## src/rtl/alu_mul_seq_pkg.sv

```systemverilog
// Shared types for the shift-and-add multiplier controller: FSM states and
// the six-bit Hack ALU control word.
package alu_mul_seq_pkg;

    localparam int DATA_W = 16;

    typedef enum logic [2:0] {
        ST_IDLE = 3'd0,
        ST_ADD  = 3'd1,
        ST_DBL  = 3'd2,
        ST_FLAG = 3'd3,
        ST_DONE = 3'd4
    } state_t;

    // Field order matches the ALU pins: zx nx zy ny f no
    typedef struct packed {
        logic zx;
        logic nx;
        logic zy;
        logic ny;
        logic f;
        logic no;
    } alu_op_t;

    localparam alu_op_t OP_ADD   = 6'b000010;
    localparam alu_op_t OP_PASSX = 6'b001100;
    localparam alu_op_t OP_ZERO  = 6'b101010;

endpackage

```

## src/rtl/alu_mul_seq_if.sv

```systemverilog
// Coprocessor handshake between the CPU (master) and the multiplier (slave).
interface alu_mul_seq_if;
    import alu_mul_seq_pkg::*;

    logic              start;
    logic [DATA_W-1:0] a;
    logic [DATA_W-1:0] b;
    logic [DATA_W-1:0] result;
    logic              zr;
    logic              ng;
    logic              busy;
    logic              done;

    modport master (output start, a, b, input result, zr, ng, busy, done);
    modport slave  (input start, a, b, output result, zr, ng, busy, done);

endinterface

```

## src/rtl/alu.sv

```systemverilog
// Shared Hack-style 16-bit ALU: optional zero/negate on each input, add or
// and, optional negate on the output, plus zero and negative flags.
module alu (
    input  logic [15:0] x,
    input  logic [15:0] y,
    input  logic        zx,
    input  logic        nx,
    input  logic        zy,
    input  logic        ny,
    input  logic        f,
    input  logic        no,
    output logic [15:0] out,
    output logic        zr,
    output logic        ng
);

    logic [15:0] x_z, x_n, y_z, y_n, f_out;

    always_comb begin
        x_z   = zx ? 16'h0000 : x;
        x_n   = nx ? ~x_z : x_z;
        y_z   = zy ? 16'h0000 : y;
        y_n   = ny ? ~y_z : y_z;
        f_out = f ? (x_n + y_n) : (x_n & y_n);
        out   = no ? ~f_out : f_out;
        zr    = (out == 16'h0000);
        ng    = out[15];
    end

endmodule

```

## src/rtl/alu_mul_seq.sv

```systemverilog
// Multi-cycle 16x16 multiplier (low half) that drives the shared ALU through
// shift-and-add iterations; the ALU is its only arithmetic resource.
module alu_mul_seq
    import alu_mul_seq_pkg::*;
#(
    parameter int WIDTH = DATA_W
) (
    input  logic          clk,
    input  logic          reset,
    alu_mul_seq_if.slave  bus
);

    state_t             state, state_nxt;
    logic [WIDTH-1:0]   acc, m, n;
    logic [WIDTH-1:0]   result_r;
    logic               zr_r, ng_r;
    logic               busy_c, done_c;

    alu_op_t            op;
    logic [WIDTH-1:0]   alu_x, alu_y, alu_out;
    logic               alu_zr, alu_ng;
    logic               n_zero;

    assign n_zero = (n == '0);

    alu u_alu (
        .x   (alu_x),
        .y   (alu_y),
        .zx  (op.zx),
        .nx  (op.nx),
        .zy  (op.zy),
        .ny  (op.ny),
        .f   (op.f),
        .no  (op.no),
        .out (alu_out),
        .zr  (alu_zr),
        .ng  (alu_ng)
    );

    always_ff @(posedge clk or posedge reset) begin
        if (reset) state <= ST_IDLE;
        else        state <= state_nxt;
    end

    always_comb begin
        state_nxt = state;
        case (state)
            ST_IDLE: if (bus.start) state_nxt = ST_ADD;
            ST_ADD:  state_nxt = n_zero ? ST_FLAG : ST_DBL;
            ST_DBL:  state_nxt = ST_ADD;
            ST_FLAG: state_nxt = ST_DONE;
            ST_DONE: state_nxt = ST_IDLE;
            default: state_nxt = ST_IDLE;
        endcase
    end

    // The ALU sits at OP_ZERO whenever no state needs it.
    always_comb begin
        op     = OP_ZERO;
        alu_x  = '0;
        alu_y  = '0;
        busy_c = 1'b0;
        done_c = 1'b0;
        case (state)
            ST_ADD: begin
                op     = OP_ADD;
                alu_x  = acc;
                alu_y  = m;
                busy_c = 1'b1;
            end
            ST_DBL: begin
                op     = OP_ADD;
                alu_x  = m;
                alu_y  = m;
                busy_c = 1'b1;
            end
            ST_FLAG: begin
                op     = OP_PASSX;
                alu_x  = acc;
                busy_c = 1'b1;
            end
            ST_DONE: done_c = 1'b1;
            default: ;
        endcase
    end

    // Reset clears everything so an aborted operation leaves no partial result.
    always_ff @(posedge clk or posedge reset) begin
        if (reset) begin
            acc      <= '0;
            m        <= '0;
            n        <= '0;
            result_r <= '0;
            zr_r     <= 1'b0;
            ng_r     <= 1'b0;
        end else begin
            case (state)
                ST_IDLE: if (bus.start) begin
                    m   <= bus.a;
                    n   <= bus.b;
                    acc <= '0;
                end
                ST_ADD: if (!n_zero && n[0]) acc <= alu_out;
                ST_DBL: begin
                    m <= alu_out;
                    n <= n >> 1;
                end
                ST_FLAG: begin
                    result_r <= alu_out;
                    zr_r     <= alu_zr;
                    ng_r     <= alu_ng;
                end
                default: ;
            endcase
        end
    end

    assign bus.result = result_r;
    assign bus.zr     = zr_r;
    assign bus.ng     = ng_r;
    assign bus.busy   = busy_c;
    assign bus.done   = done_c;

endmodule

```

## src/flat_wrapper.sv

```systemverilog
// flat-port wrapper written by rule: the top's interface ports become plain ports
module alu_mul_seq_flat import alu_mul_seq_pkg::*;
#(
    parameter int WIDTH = DATA_W
)
  (clk, reset, bus_start, bus_a, bus_b, bus_result, bus_zr, bus_ng, bus_busy, bus_done);
  alu_mul_seq_if bus_i ();
  input  logic clk;
  input  logic reset;
  input wire logic [$bits(bus_i.start)-1:0] bus_start;
  input wire logic [$bits(bus_i.a)-1:0] bus_a;
  input wire logic [$bits(bus_i.b)-1:0] bus_b;
  output wire logic [$bits(bus_i.result)-1:0] bus_result;
  output wire logic [$bits(bus_i.zr)-1:0] bus_zr;
  output wire logic [$bits(bus_i.ng)-1:0] bus_ng;
  output wire logic [$bits(bus_i.busy)-1:0] bus_busy;
  output wire logic [$bits(bus_i.done)-1:0] bus_done;
  assign bus_i.start = bus_start;
  assign bus_i.a = bus_a;
  assign bus_i.b = bus_b;
  assign bus_result = bus_i.result;
  assign bus_zr = bus_i.zr;
  assign bus_ng = bus_i.ng;
  assign bus_busy = bus_i.busy;
  assign bus_done = bus_i.done;
  alu_mul_seq #(.WIDTH(WIDTH)) u_core (.clk(clk), .reset(reset), .bus(bus_i));
endmodule
```

## config.mk

```make
export PLATFORM = sky130hd
export DESIGN_NAME = alu_mul_seq_flat
export DESIGN_NICKNAME = d
export VERILOG_FILES = /design/src/rtl/alu_mul_seq_pkg.sv /design/src/rtl/alu_mul_seq_if.sv /design/src/rtl/alu.sv /design/src/rtl/alu_mul_seq.sv /design/src/flat_wrapper.sv
export SDC_FILE = /design/constraint.sdc
export NUM_CORES = 1
export LEC_CHECK = 0
export ABC_CLOCK_PERIOD_IN_PS = 3800
export CORE_ASPECT_RATIO = 0.5
export CORE_UTILIZATION = 50
export DETAILED_ROUTE_END_ITERATION = 6
export GPL_TIMING_DRIVEN = 0
export HOLD_SLACK_MARGIN = 0.02
export PLACE_DENSITY_LB_ADDON = 0.2
export SYNTH_ARGS = -nofsm -noshare
export SYNTH_HDL_FRONTEND = slang
export SYNTH_SLANG_ARGS = --single-unit
```

## constraint.sdc

```tcl
create_clock -name clk -period 3.8 [get_ports clk]
set_clock_uncertainty 0.2 [all_clocks]
set_input_delay 0.95 -clock clk [delete_from_list [all_inputs] [get_ports clk]]
set_output_delay 0.95 -clock clk [all_outputs]
set_load 0.005 [all_outputs]
```

; Word-level counts from Yosys, hierarchy flattened
; Index checks and enable logic that the tools add are counted.
[word_totals]
in_bits = 35
wordCells = 51
regBits = 69
[op_classes]
n_reduce_logical = 12
bitwise = 4
muxes = 21
eq_ne = 6
add_sub_neg = 1
[op_table]
columns = cell, n
row1 = 2-to-1 mux 16 bit, 11
row2 = case mux 16 bit (2 select lines), 4
row3 = NOT 16 bit, 3
row4 = logical NOT 16 bit, 2
row5 = adder 16 bit, 1
row6 = bitwise AND 16 bit, 1
row7 = case mux 3 bit (4 select lines), 1
row8 = case mux 6 bit (2 select lines), 1
row9 = equality test 3 x 2 -> 1 bit (second input constant), 2
row10 = nonzero test 2 bit, 2
row11 = OR reduction 2 bit, 2
row12 = equality test 3 x 1 -> 1 bit (second input constant), 1
row13 = equality test 3 bit (second input constant), 1
row14 = logical NOT 3 bit, 1
row15 = 2-to-1 mux 1 bit, 3
row16 = 2-to-1 mux 3 bit, 1
row17 = AND reduction 3 bit, 1
row18 = OR reduction 3 bit, 1
row19 = != test 2 x 1 -> 1 bit (second input constant), 1
row20 = != test 2 bit (second input constant), 1
row21 = AND reduction 2 bit, 1
row22 = logical AND 1 bit, 1
row23 = logical NOT 1 bit, 1

; Depth between registers and ports, before layout
; Gate-level depths: netlist of the first run.
[logic_depth]
word_depth = 12
depth_mapped = 17
mapped_depth_nobuf = 13

; By module
; Synthesis of the first run repeated with hierarchy kept, for this count alone.
[unflattened]
hier_cells = 580
area_unflattened_um2 = 5282.6
[by_module_without_submodules]
columns = module, seq_area_each_um2, n_inst, area_each_um2, cells_each
row1 = alu_mul_seq, 1726.7, 1, 3375.7, 313
row2 = alu, 0.0, 1, 1906.8, 267

; Least setup slack after synthesis of the first run
; OpenSTA, ideal clock, no wires.
[synth_timing]
path_type = register to register
from = register u_core.state[0]
to = register u_core.m[14]
required_ns = 3.474
synth_period_minus_slack_ns = 3.621
arrival_time_ns = 3.295
setup_ns = 0.126
path_stages_with_launch = 17
slack_ns = 0.179
cell_sequence = dfrtp_1 > buf_2 > nor2b_1 > buf_4 > nor2b_2 > or2_2 > buf_2 > nand2_1 > nand2_1 > ha_1 > fa_1 > a2111oi_1 > o31ai_1 > and3_1 > a211oi_2 > xor2_1 > a21oi_1
[synth_between]
elab_chain_len = 11
elab_cells_between_ends = 24
[synth_lines]
columns = item, line
row1 = from (decl), alu_mul_seq.sv:13  ; state_t state, state_nxt;
row2 = from (signal assigned), alu_mul_seq.sv:42  ; else state <= state_nxt;
row3 = "equality test 3 x 2 -> 1 bit, or another cell as far along", alu_mul_seq.sv:64  ; case (state)
row4 = OR reduction 2 bit (no line), --
row5 = "case mux 16 bit (2 select lines), or another cell as far along", alu_mul_seq.sv:64
row6 = 2-to-1 mux 16 bit (on tied branches), "alu.sv:20, alu.sv:22"
row7 = NOT 16 bit (on tied branches), "alu.sv:21, alu.sv:23"
row8 = 2-to-1 mux 16 bit (on tied branches), "alu.sv:21, alu.sv:23"
row9 = adder 16 bit / bitwise AND 16 bit (equally long branches), alu.sv:24  ; f_out = f ? (x_n + y_n) : (x_n & y_n);
row10 = 2-to-1 mux 16 bit, alu.sv:24
row11 = NOT 16 bit, alu.sv:25  ; out = no ? ~f_out : f_out;
row12 = 2-to-1 mux 16 bit, alu.sv:25
row13 = case mux 16 bit (2 select lines), alu_mul_seq.sv:97  ; case (state)
row14 = to (signal assigned), alu_mul_seq.sv:99  ; m <= bus.a;
row15 = to (signal assigned), alu_mul_seq.sv:105  ; m <= alu_out;
row16 = to (decl), alu_mul_seq.sv:14  ; logic [WIDTH-1:0] acc, m, n;
; Several ways; a longest one is shown, not always the timed one.
; A chain may end at the register's enable or synchronous reset.

; Worst setup path in the final report of the first run
[layout_timing]
from = register u_core.state[0]
to = register u_core.m[12]
; The elaborated chain is that of the path after synthesis.

==> metrics.yaml, run 1 <==
route:
  viasPerCell: 5.89
  routed_wl_mm: 10.7
  drt_first_pass_iters: 7
  wl_per_cell_um: 17.0
  drt.antenna.violating_nets: 0
  via_count: 3708
  drc: 0
  first_iter_violations: 367
global_route:
  grt_overflow: 0
  grt_pass1_vias: 3398
  antenna_found_initial: 0
  track_usage: 0.286
  grt_max_degree: 69
  grt_pass1_wl_mm: 17.7
timing:
  fmax_ghz: 0.273
  setup_viol: 0
  holdWs_ns: 0.280
  min_period_over_period: 0.962
  period_minus_slack_ns: 3.66
  final.setup.worst_slack_ns: 0.143
  hold_viol: 0
  max-slew-margin-rel: 0.446
  worst_slew_pin_slew_ns: 0.831
  drv_slew: 0
power:
  irDropWorstVdd_mv: 0.393
  powerDensity_mw_per_mm2: 938
  clock_power_share: 0.166
  intPower_w: 0.00266
  seqPwrFrac: 0.263
  combPwrFrac: 0.571
  p_leak_nw: 2.28
  switchingPower_w: 0.00209
  netSwitchingFraction: 0.440
finish:
  nets: 569
  final_layout_size_suffix_gt1_frac: 0.126
  fillCellCount: 626
  layout.cells.non_filler: 630
  syn2layout_area_growth_pct: 27.3
  n_antenna_cell: 0
hold_path:
  worstHoldPathType: "flop to flop"
  min_from: "u_core.acc[2]"
placed_design:
  gp_congestion: 0.840
  dpl.hpwl_mm: 7.43
  placed_cells: 612
  dp_slack_ns: -0.441
  port_buffers: 54
setup_path:
  crit_chain: "buf_2 > nor2b_1 > buf_4 > nor2b_4 > or2_4 > nand2_1 > nand2_1 > ha_2 > fa_2 > a2111oi_4 > or3_1 > a21oi_2 > a21bo_2 > mux2i_1 > a221o_1"
  worst_path_most_repeated_cell: "nand2_1"
  crit_start: "u_core.state[0]"
  max_stage_delay_ns: 0.41
  crit_buf_inv: 2
  critPathMaxFanout: 9
  critPathCaptureType: "flop"
  reg2reg_from: "u_core.state[0]"
  cp.required_ns: 3.82
  crit_family: "compound AO/OA/AOI/OAI gates"
  critPathArrivalTime_ns: 3.67
  slowest_stage: "fa_2"
  critPathLaunchType: "flop"
  path_class: "flop to flop"
synth:
  ys.flop_type: "dfrtp_1"
  syn_inst: 450
  synth.ff_latch_count: 68
  synth_edf_count: 0
  syn_avg_cell_area_um2: 8.84
  seq_area_frac_synth: 0.428
  synth_fp_nets: 502
  synth_cell_type_count: 49
  synthArstFlopShare: 1.00
  syn_area_mm2: 0.00398
  yosys_warnings: 0
clocking:
  h-tree-depth: 3
  ctsHoldBuffers: 0
  cts_made_buffers: 9
  cts_tree: "yes"
  clk_pin_slew_ns: 0.05
  clockBufferDepth: 2
  cts.sinks: 68
  cts_root_buf: "clkbuf_16"
  clk_latency_ns: 0.33
floorplan:
  core.rowCount: 22
  die_h_um: 65.1
  die_w_um: 128
  die_area_mm2: 0.00834
  io_pins: 55
  core_mm2: 0.00751
  initial_utilization: 0.530
run:
  drv_cap: 0
status:
  status: "finished, final reports clean"
-- worst register-to-register path: cells and delay by family, from the launching register on --
kind / cells / cell delay, ns
flip-flops: 1 / 0.35
buffers and inverters: 2 / 0.34
AO/OA/AOI/OAI: 4 / 0.97
AND/OR/NAND/NOR: 6 / 0.90
adder cells (fa/ha/maj): 2 / 0.66
multiplexers: 1 / 0.13
-- cells in the final DEF, fill, tap and decap left out, drive strengths merged, types with 6 or more instances in the layout --
cell type and count:
ha 16, dfrtp 68, nand2 94, nor4 7, xnor2 10, clkbuf 37
o21ai 38, clkdlybuf4s50 54, mux2 16, a21o 7, a21oi 24, buf 12
nor2 27, nor3 6, or3 11, a31oi 17, a22o 22
-- power by group through the flow --
stage / Clock (W) / Sequential (W) / Combinational [W]
6_report: 0.000790 / 0.00125 / 0.00271
5_1_grt: 0.000833 / 0.00129 / 0.00300
4_1_cts: 0.000793 / 0.00123 / 0.00263
3_5_place_dp: 0 / 0.00124 / 0.00252
3_3_place_gp: 0 / 0.00123 / 0.00248
2_1_floorplan: 0 / 0.00119 / 0.00178
-- stage by stage --
step | cell area [um2] | setup TNS [ns] | total power (W) | utilization
CTS | 5030 | 0 | 0.00466 | 0.669
floorplan | 3980 | 0 | 0.00298 | -
finish | 5070 | 0 | 0.00475 | 0.674
global placement | 4660 | -20.43 | 0.00371 | 0.620
detailed placement | 4660 | -3.05 | 0.00376 | 0.620
global route | 5070 | -0.000759 | 0.00512 | 0.674
-- cells by family (layout without fill, tap and decap cells) --
logic type      after synthesis  count (layout)  synth area share
fa+ha+maj                    17              17            0.0553
compound gates              130             130             0.214
mux                          18              18            0.0503
simple gates                168             168             0.186
flops                        68              68             0.428
xor+xnor                     13              13            0.0286
buf+inv                      36             108            0.0380
-- per-layer routing --
metal	GRT usage	wire length (um)	up-vias
met5	0	0	-
met4	0.0809	111	0
met1	0.415	5060	1782
met3	0.0765	864	13
met2	0.420	4710	170
li1	-	-	1743
-- what timing repair did --
action                                  CTS  global route
pin swaps                                 6             3
resized for setup                        17             8
endpoints found under the setup margin   15            18
setup buffers                             2             2
cloned                                    0             0
-- final cells by class --
class	count	area [um2]	area share
multi-input cells	346	2220	0.439
flip-flops and latches	68	1700	0.336
repair buffers	58	571	0.113
clock buffers	15	278	0.0548
plain buffers	30	136	0.0269
well taps	108	135	0.0267
inverters	4	17.5	0.00346
clock inverters	1	5.00	0.000988
-- synth_stat cells, types with 2 or more instances --
master / number / area, um2
a211oi_2: 2 / 25.0
a21o_1: 6 / 45.0
a21oi_1: 23 / 115
a22o_1: 22 / 193
a31oi_1: 17 / 106
and2_1: 4 / 25.0
and3_1: 2 / 12.5
buf_2: 7 / 35.0
buf_4: 2 / 15.0
clkbuf_1: 23 / 86.3
dfrtp_1: 68 / 1700
ha_1: 16 / 200
inv_1: 3 / 11.3
mux2_2: 16 / 180
mux2i_1: 2 / 20.0
nand2_1: 94 / 353
nand2b_1: 4 / 25.0
nand3_1: 4 / 20.0
nand4_1: 2 / 12.5
nor2_1: 27 / 101
nor2b_1: 3 / 18.8
nor3_1: 6 / 30.0
nor4_1: 7 / 43.8
o21a_1: 3 / 22.5
o21ai_0: 33 / 165
o21ai_1: 5 / 25.0
o21bai_1: 2 / 15.0
o22ai_1: 4 / 25.0
o31ai_1: 2 / 15.0
or3_1: 11 / 68.8
xnor2_1: 10 / 87.6
xor2_1: 3 / 26.3
-- sequential cells by signal, indices dropped and copies added (netlist names) --
signal,count
u_core.m,16
u_core.bus.result,16
u_core.acc,16
u_core.state,3
u_core.n,16
u_core.bus.zr,1
-- worst paths after layout --
kind,end,slack [ns],cells after the start
max,u_core.m[12],0.14,15
min,u_core.acc[2],0.28,2
max reg2reg,u_core.m[12],0.14,15
min reg2reg,u_core.acc[2],0.28,2
max in group asynchronous,u_core.bus.result[7],1.91,2
min in group asynchronous,u_core.n[10],0.93,2
Power figures use the tool's default switching activity.
==> run 2, diff against run 1 <==
--- a/config.mk
+++ b/config.mk
@@ -7,8 +7,10 @@
 export LEC_CHECK = 0
 export ABC_CLOCK_PERIOD_IN_PS = 3800
 export CORE_ASPECT_RATIO = 0.5
-export CORE_UTILIZATION = 50
+export CORE_UTILIZATION = 58
+export CTS_CLUSTER_DIAMETER = 50
 export DETAILED_ROUTE_END_ITERATION = 6
+export DONT_BUFFER_PORTS = 1
 export GPL_TIMING_DRIVEN = 0
 export HOLD_SLACK_MARGIN = 0.02
 export PLACE_DENSITY_LB_ADDON = 0.2
==> run 2 against run 1 <==
Cell area shrank 11%. Utilization is 3.6 points higher. Power fell by 3.5%. Non-clock buffer count is 56 lower. Sequential share of layout area up 4.3 points. Critical path depth shrank 1. Critical path type unchanged. Critical endpoint unchanged. Largest cell class unchanged.
==> metrics.yaml, run 2 (synthesis results as in run 1) <==
route:
  wl_per_cell_um: 19.8  # +16%
  first_iter_violations: 307  # -16%
  drc: 0  # unchanged
  drt_first_pass_iters: 5  # -2
  routed_wl_mm: 10.9  # +1.8%
  drt.antenna.violating_nets: 0  # unchanged
  via_count: 3640  # -1.8%
  viasPerCell: 6.58  # +12%
setup_path:
  cp.required_ns: 3.82  # about the same
  crit_buf_inv: 1  # -1
  critPathCaptureType: "flop"
  critPathLaunchType: "flop"
  slowest_stage: "dfrtp_1"
  critPathMaxFanout: 9  # unchanged
  crit_chain: "nor2b_1 > buf_4 > nor2b_2 > or2_4 > nand2_1 > nand2_1 > ha_4 > fa_2 > a2111oi_4 > or3_1 > a21oi_2 > a21bo_1 > mux2i_1 > a221o_1"
  path_class: "flop to flop"
  max_stage_delay_ns: 0.46  # +0.05 ns
  worst_path_most_repeated_cell: "nand2_1"
  critPathArrivalTime_ns: 3.70  # +0.03 ns
  crit_family: "simple AND/OR/NAND/NOR gates"
timing:
  drv_slew: 0  # unchanged
  period_minus_slack_ns: 3.68  # +0.0203 ns
  hold_viol: 0  # unchanged
  setup_viol: 0  # unchanged
  min_period_over_period: 0.968  # +0.00534
  worst_slew_pin_slew_ns: 0.724  # -0.107 ns
  max-slew-margin-rel: 0.517  # +0.0706
  fmax_ghz: 0.272  # -0.55%
  final.setup.worst_slack_ns: 0.122  # -0.0203 ns
clocking:
  cts_root_buf: "clkbuf_16"
  clk_pin_slew_ns: 0.06  # about the same
  clockBufferDepth: 2  # unchanged
  cts_made_buffers: 9  # unchanged
  cts_tree: "yes"
  h-tree-depth: 3  # unchanged
  cts.sinks: 68  # unchanged
  clk_latency_ns: 0.34  # about the same
  ctsHoldBuffers: 0  # unchanged
floorplan:
  die_area_mm2: 0.00722  # -13%
  io_pins: 55  # unchanged
  die_w_um: 119  # -7.0%
  die_h_um: 60.6  # -6.9%
  initial_utilization: 0.629  # +0.0990
  core_mm2: 0.00633  # -16%
  core.rowCount: 20  # -9.1%
power:
  power.total_w: 0.00459  # -3.5%
  powerDensity_mw_per_mm2: 1020  # +8.8%
  p_leak_nw: 2.07  # -9.1%
  irDropWorstVdd_mv: 0.440  # +12%
finish:
  fillCellCount: 488  # -22%
  finish.utilization: 0.710  # +0.0359
  layout.cells.non_filler: 553  # -12%
  nets: 513  # -9.8%
  layout_common_cells: "nand2_1 (92), dfrtp_1 (68), o21ai_0 (33), nor2_1 (27)"
  n_antenna_cell: 0  # unchanged
  final_common_cell: "nand2_1"
  syn2layout_area_growth_pct: 13.0
  final_layout_size_suffix_gt1_frac: 0.135  # +0.00905
  stdcell_area_mm2: 0.00450  # -11%
placed_design:
  dpl.hpwl_mm: 7.57  # +1.9%
  port_buffers: 0  # -100%
  placed_cells: 539  # -12%
  dp_slack_ns: -0.387  # +0.0533 ns
  gp_congestion: 0.962  # +15%
  dpl_cell_area_mm2: 0.00411  # -12%
global_route:
  track_usage: 0.323  # +0.0370
  grt_pass1_vias: 3375  # -0.68%
  grt_max_degree: 36  # -48%
  antenna_found_initial: 0  # unchanged
  grt_overflow: 0  # unchanged
  grt_pass1_wl_mm: 17.3  # -2.5%
status:
  status: "finished, final reports clean"
hold_path:
  worstHoldPathType: "flop to flop"
run:
  drv_cap: 0  # unchanged
[run 2: worst min-delay path: cells and delay by family (launching register included)]
| kind | cells | cell delay [ns] |
|---|---|---|
| and+or+nand+nor | 1 | 0.04 |
| DFF | 1 | 0.34 |
| AOI/OAI and AO/OA | 1 | 0.06 |
[run 2: worst paths after layout]
path                                      start                    to  slack (ns)  depth (start not counted)
worst min-delay path             u_core.acc[12]        u_core.acc[12]        0.28                          2
worst min register to register   u_core.acc[12]        u_core.acc[12]        0.28                          2
min in group asynchronous                 reset          u_core.n[11]        0.42                          1
worst max register to register  u_core.state[0]          u_core.m[12]        0.12                         14
max in group asynchronous                 reset  u_core.bus.result[2]        2.34                          2
worst max-delay path            u_core.state[0]          u_core.m[12]        0.12                         14
[run 2: through the flow]
step                      setup TNS (ns)  hold slack (ns)
after floorplan                        0            0.251
after global placement             -2.19            0.265
after detailed placement           -2.64            0.273
after CTS                              0            0.284
after global routing          -0.0000737            0.312
final                                  0            0.284
[run 2: final cells by class]
class | instances | area [um2] | area share
Buffer | 28 | 125 | 0.0278
Clock buffer | 11 | 243 | 0.0540
Clock inverter | 4 | 50.0 | 0.0111
Inverter | 4 | 15.0 | 0.00334
Multi-Input combinational cell | 346 | 2210 | 0.491
Sequential cell | 68 | 1700 | 0.379
Tap cell | 88 | 110 | 0.0245
Timing Repair Buffer | 4 | 42.5 | 0.00946
[run 2: repair_timing]
action,4_1_cts,5_1_grt
gates resized for setup,15,4
pin swaps,4,6
cloned,0,0
buffers inserted,1,2
setup endpoints to repair,14,12
[run 2: per-layer routing]
layer	GRT usage	share of wire	vias to the layer above
li1	-	-	1632
met1	0.436	0.43	1755
met2	0.491	0.43	232
met3	0.115	0.12	21
met4	0.108	0.020	0
met5	0	0	-
[run 2: report_power, final]
group / total (W) / leakage (nW) / internal, W / switching [W]
registers: 0.00127 / 0.855 / 0.00103 / 0.000238
clock network: 0.000828 / 0.138 / 0.000521 / 0.000307
logic: 0.00249 / 1.08 / 0.000960 / 0.00153
total: 0.00459 / 2.07 / 0.00251 / 0.00208
==> run 3, diff against run 2 <==
--- a/config.mk
+++ b/config.mk
@@ -5,8 +5,8 @@
 export SDC_FILE = /design/constraint.sdc
 export NUM_CORES = 1
 export LEC_CHECK = 0
-export ABC_CLOCK_PERIOD_IN_PS = 3800
 export CORE_ASPECT_RATIO = 0.5
+export CORE_MARGIN = 4
 export CORE_UTILIZATION = 58
 export CTS_CLUSTER_DIAMETER = 50
 export DETAILED_ROUTE_END_ITERATION = 6
==> run 3 against run 2 <==
Count of clock-buffer cells in the layout increased by 1. Flip-flop and latch count unchanged. Combinational power hardly changed. Utilization decreased by 3.0 points. Sequential share of layout area shrank 0.32 points. First-iteration DRC count rose by 37%. Non-clock buffer count unchanged. Critical endpoint unchanged. Highest routed layer unchanged.
==> metrics.yaml, run 3 (synthesis results as in run 1) <==
timing:
  fmax_ghz: 0.272  # about the same
  hold_viol: 0  # unchanged
  worst_slew_pin_slew_ns: 0.704  # -0.0197 ns
  drv_slew: 0  # unchanged
  max-slew-margin-rel: 0.530  # +0.0132
  setup_viol: 0  # unchanged
  final.setup.worst_slack_ns: 0.121  # -0.00171 ns
  period_minus_slack_ns: 3.68  # +0.00171 ns
  setup_tns_ns: 0  # unchanged
  min_period_over_period: 0.968  # about the same
clocking:
  cts_made_buffers: 9  # unchanged
  clk_pin_slew_ns: 0.06  # about the same
  cts.sinks: 68  # unchanged
  cts_tree: "yes"
  clockBufferDepth: 2  # unchanged
  ctsHoldBuffers: 0  # unchanged
  h-tree-depth: 3  # unchanged
  clk_latency_ns: 0.34  # about the same
  cts_root_buf: "clkbuf_16"
power:
  p_leak_nw: 2.09  # +0.96%
  switchingPower_w: 0.00210  # +1.1%
  seqPwrFrac: 0.276  # about the same
  combPwrFrac: 0.540  # -0.003
  netSwitchingFraction: 0.452  # -0.000722
  irDropWorstVdd_mv: 0.393  # -11%
  powerDensity_mw_per_mm2: 1020  # +0.35%
  intPower_w: 0.00255  # +1.4%
  clock_power_share: 0.184  # +0.003
setup_path:
  reg2reg_to: "u_core.m[12]"
  crit_start: "u_core.state[0]"
  reg2reg_from: "u_core.state[0]"
  critPathLaunchType: "flop"
  path_class: "flop to flop"
  critPathArrivalTime_ns: 3.71  # about the same
  critPathMaxFanout: 10  # +1
  cp.required_ns: 3.83  # about the same
  crit_path_end: "u_core.m[12]"
  rr_worst_depth: 14  # unchanged
  r2r_setup_slack_ns: 0.12  # about the same
  critPathCaptureType: "flop"
placed_design:
  dp_slack_ns: -0.422  # -0.0342 ns
  port_buffers: 0  # unchanged
  dpl.hpwl_mm: 7.92  # +4.6%
  gp_congestion: 0.935  # -2.8%
global_route:
  grt_pass1_vias: 3533  # +4.7%
  track_usage: 0.291  # -0.0319
  grt_max_degree: 38  # +5.6%
  grt_pass1_wl_mm: 18.7  # +8.1%
  antenna_found_initial: 0  # unchanged
  grt_overflow: 0  # unchanged
floorplan:
  io_pins: 55  # unchanged
  core_mm2: 0.00667  # +5.4%
  die_area_mm2: 0.00833  # +15%
  die_w_um: 125  # +5.0%
  die_h_um: 66.6  # +9.9%
  initial_utilization: 0.596  # -0.0323
  core.rowCount: 21  # +5.0%
hold_path:
  min_from: "u_core.acc[5]"
  worstHoldPathType: "flop to flop"
route:
  first_iter_violations: 421  # +37%
  drt_first_pass_iters: 5  # unchanged
  drc: 0  # unchanged
  viasPerCell: 6.39  # -2.9%
  drt.antenna.violating_nets: 0  # unchanged
  via_count: 3568  # -2.0%
  wl_per_cell_um: 20.1  # +1.6%
  routed_wl_mm: 11.2  # +2.5%
finish:
  fillCellCount: 534  # +9.4%
  layout_common_cells: "nand2_1 (92), dfrtp_1 (67), o21ai_0 (32), nor2_1 (27)"
  nets: 513  # unchanged
  final_layout_size_suffix_gt1_frac: 0.142  # +0.00615
  syn2layout_area_growth_pct: 14.0
  final_common_cell: "nand2_1"
  n_antenna_cell: 0  # unchanged
status:
  status: "finished, final reports clean"
run:
  drv_cap: 0  # unchanged
==> run 3: stage by stage <==
step | hold WS, ns | util | cell area [um2] | power [W] | cells
2_1_floorplan | 0.251 | - | 3980 | 0.00298 | 450
6_report | 0.291 | 0.680 | 4540 | 0.00464 | 558
5_1_grt | 0.317 | 0.680 | 4540 | 0.00500 | 558
3_3_place_gp | 0.266 | 0.614 | 4100 | 0.00349 | 542
3_5_place_dp | 0.276 | 0.617 | 4120 | 0.00359 | 543
4_1_cts | 0.289 | 0.674 | 4500 | 0.00456 | 559
==> run 3: routing by layer <==
metal | wire [um] | vias to the layer above | global-route usage
li1 | - | 1626 | -
met1 | 4980 | 1721 | 0.406
met2 | 4820 | 193 | 0.427
met3 | 1210 | 28 | 0.0993
met4 | 190 | 0 | 0.0932
met5 | 0 | - | 0
==> run 3: power groups by stage <==
stage               Sequential, W  Clock (W)  Combinational, W
floorplan                 0.00119          0           0.00178
global placement          0.00124          0           0.00224
detailed placement        0.00127          0           0.00233
CTS                       0.00125   0.000861           0.00244
global route              0.00132   0.000902           0.00277
finish                    0.00128   0.000855           0.00251
==> run 3: cell type report <==
class	instances	area, um2	area share
Clock inverter	4	47.5	0.0105
Multi-Input combinational cell	346	2220	0.490
Sequential cell	68	1700	0.375
Timing Repair Buffer	5	50.0	0.0110
Buffer	27	125	0.0276
Clock buffer	12	256	0.0565
Inverter	4	15.0	0.00331
Tap cell	92	115	0.0254
==> run 3: worst min path at each step <==
stage | end | slack (ns) | cells past startpoint
final | u_core.acc[5] | 0.29 | 2
after global routing | u_core.acc[0] | 0.32 | 1
after CTS | u_core.acc[5] | 0.29 | 2
after detailed placement | u_core.acc[5] | 0.28 | 2
after global placement | u_core.acc[12] | 0.27 | 2
after floorplan | u_core.acc[11] | 0.25 | 2
==> run 3: repair_timing <==
item                       in CTS  in global routing
pin swaps                       5                  8
buffers inserted                1                  3
gates resized for setup        14                 12
cloned                          0                  0
setup endpoints to repair      16                 18
==> run 3: critical path, cell delays in order, from the launching register on <==
cell	delay [ns]
dfrtp_2	0.46
nor2b_1	0.15
buf_4	0.18
nor2b_2	0.19
or2_4	0.30
buf_6	0.16
nand2_1	0.08
nand2_2	0.09
fa_2	0.43
a2111oi_4	0.43
or3_4	0.21
a21oi_2	0.07
a21bo_1	0.23
mux2i_1	0.13
a221o_1	0.26
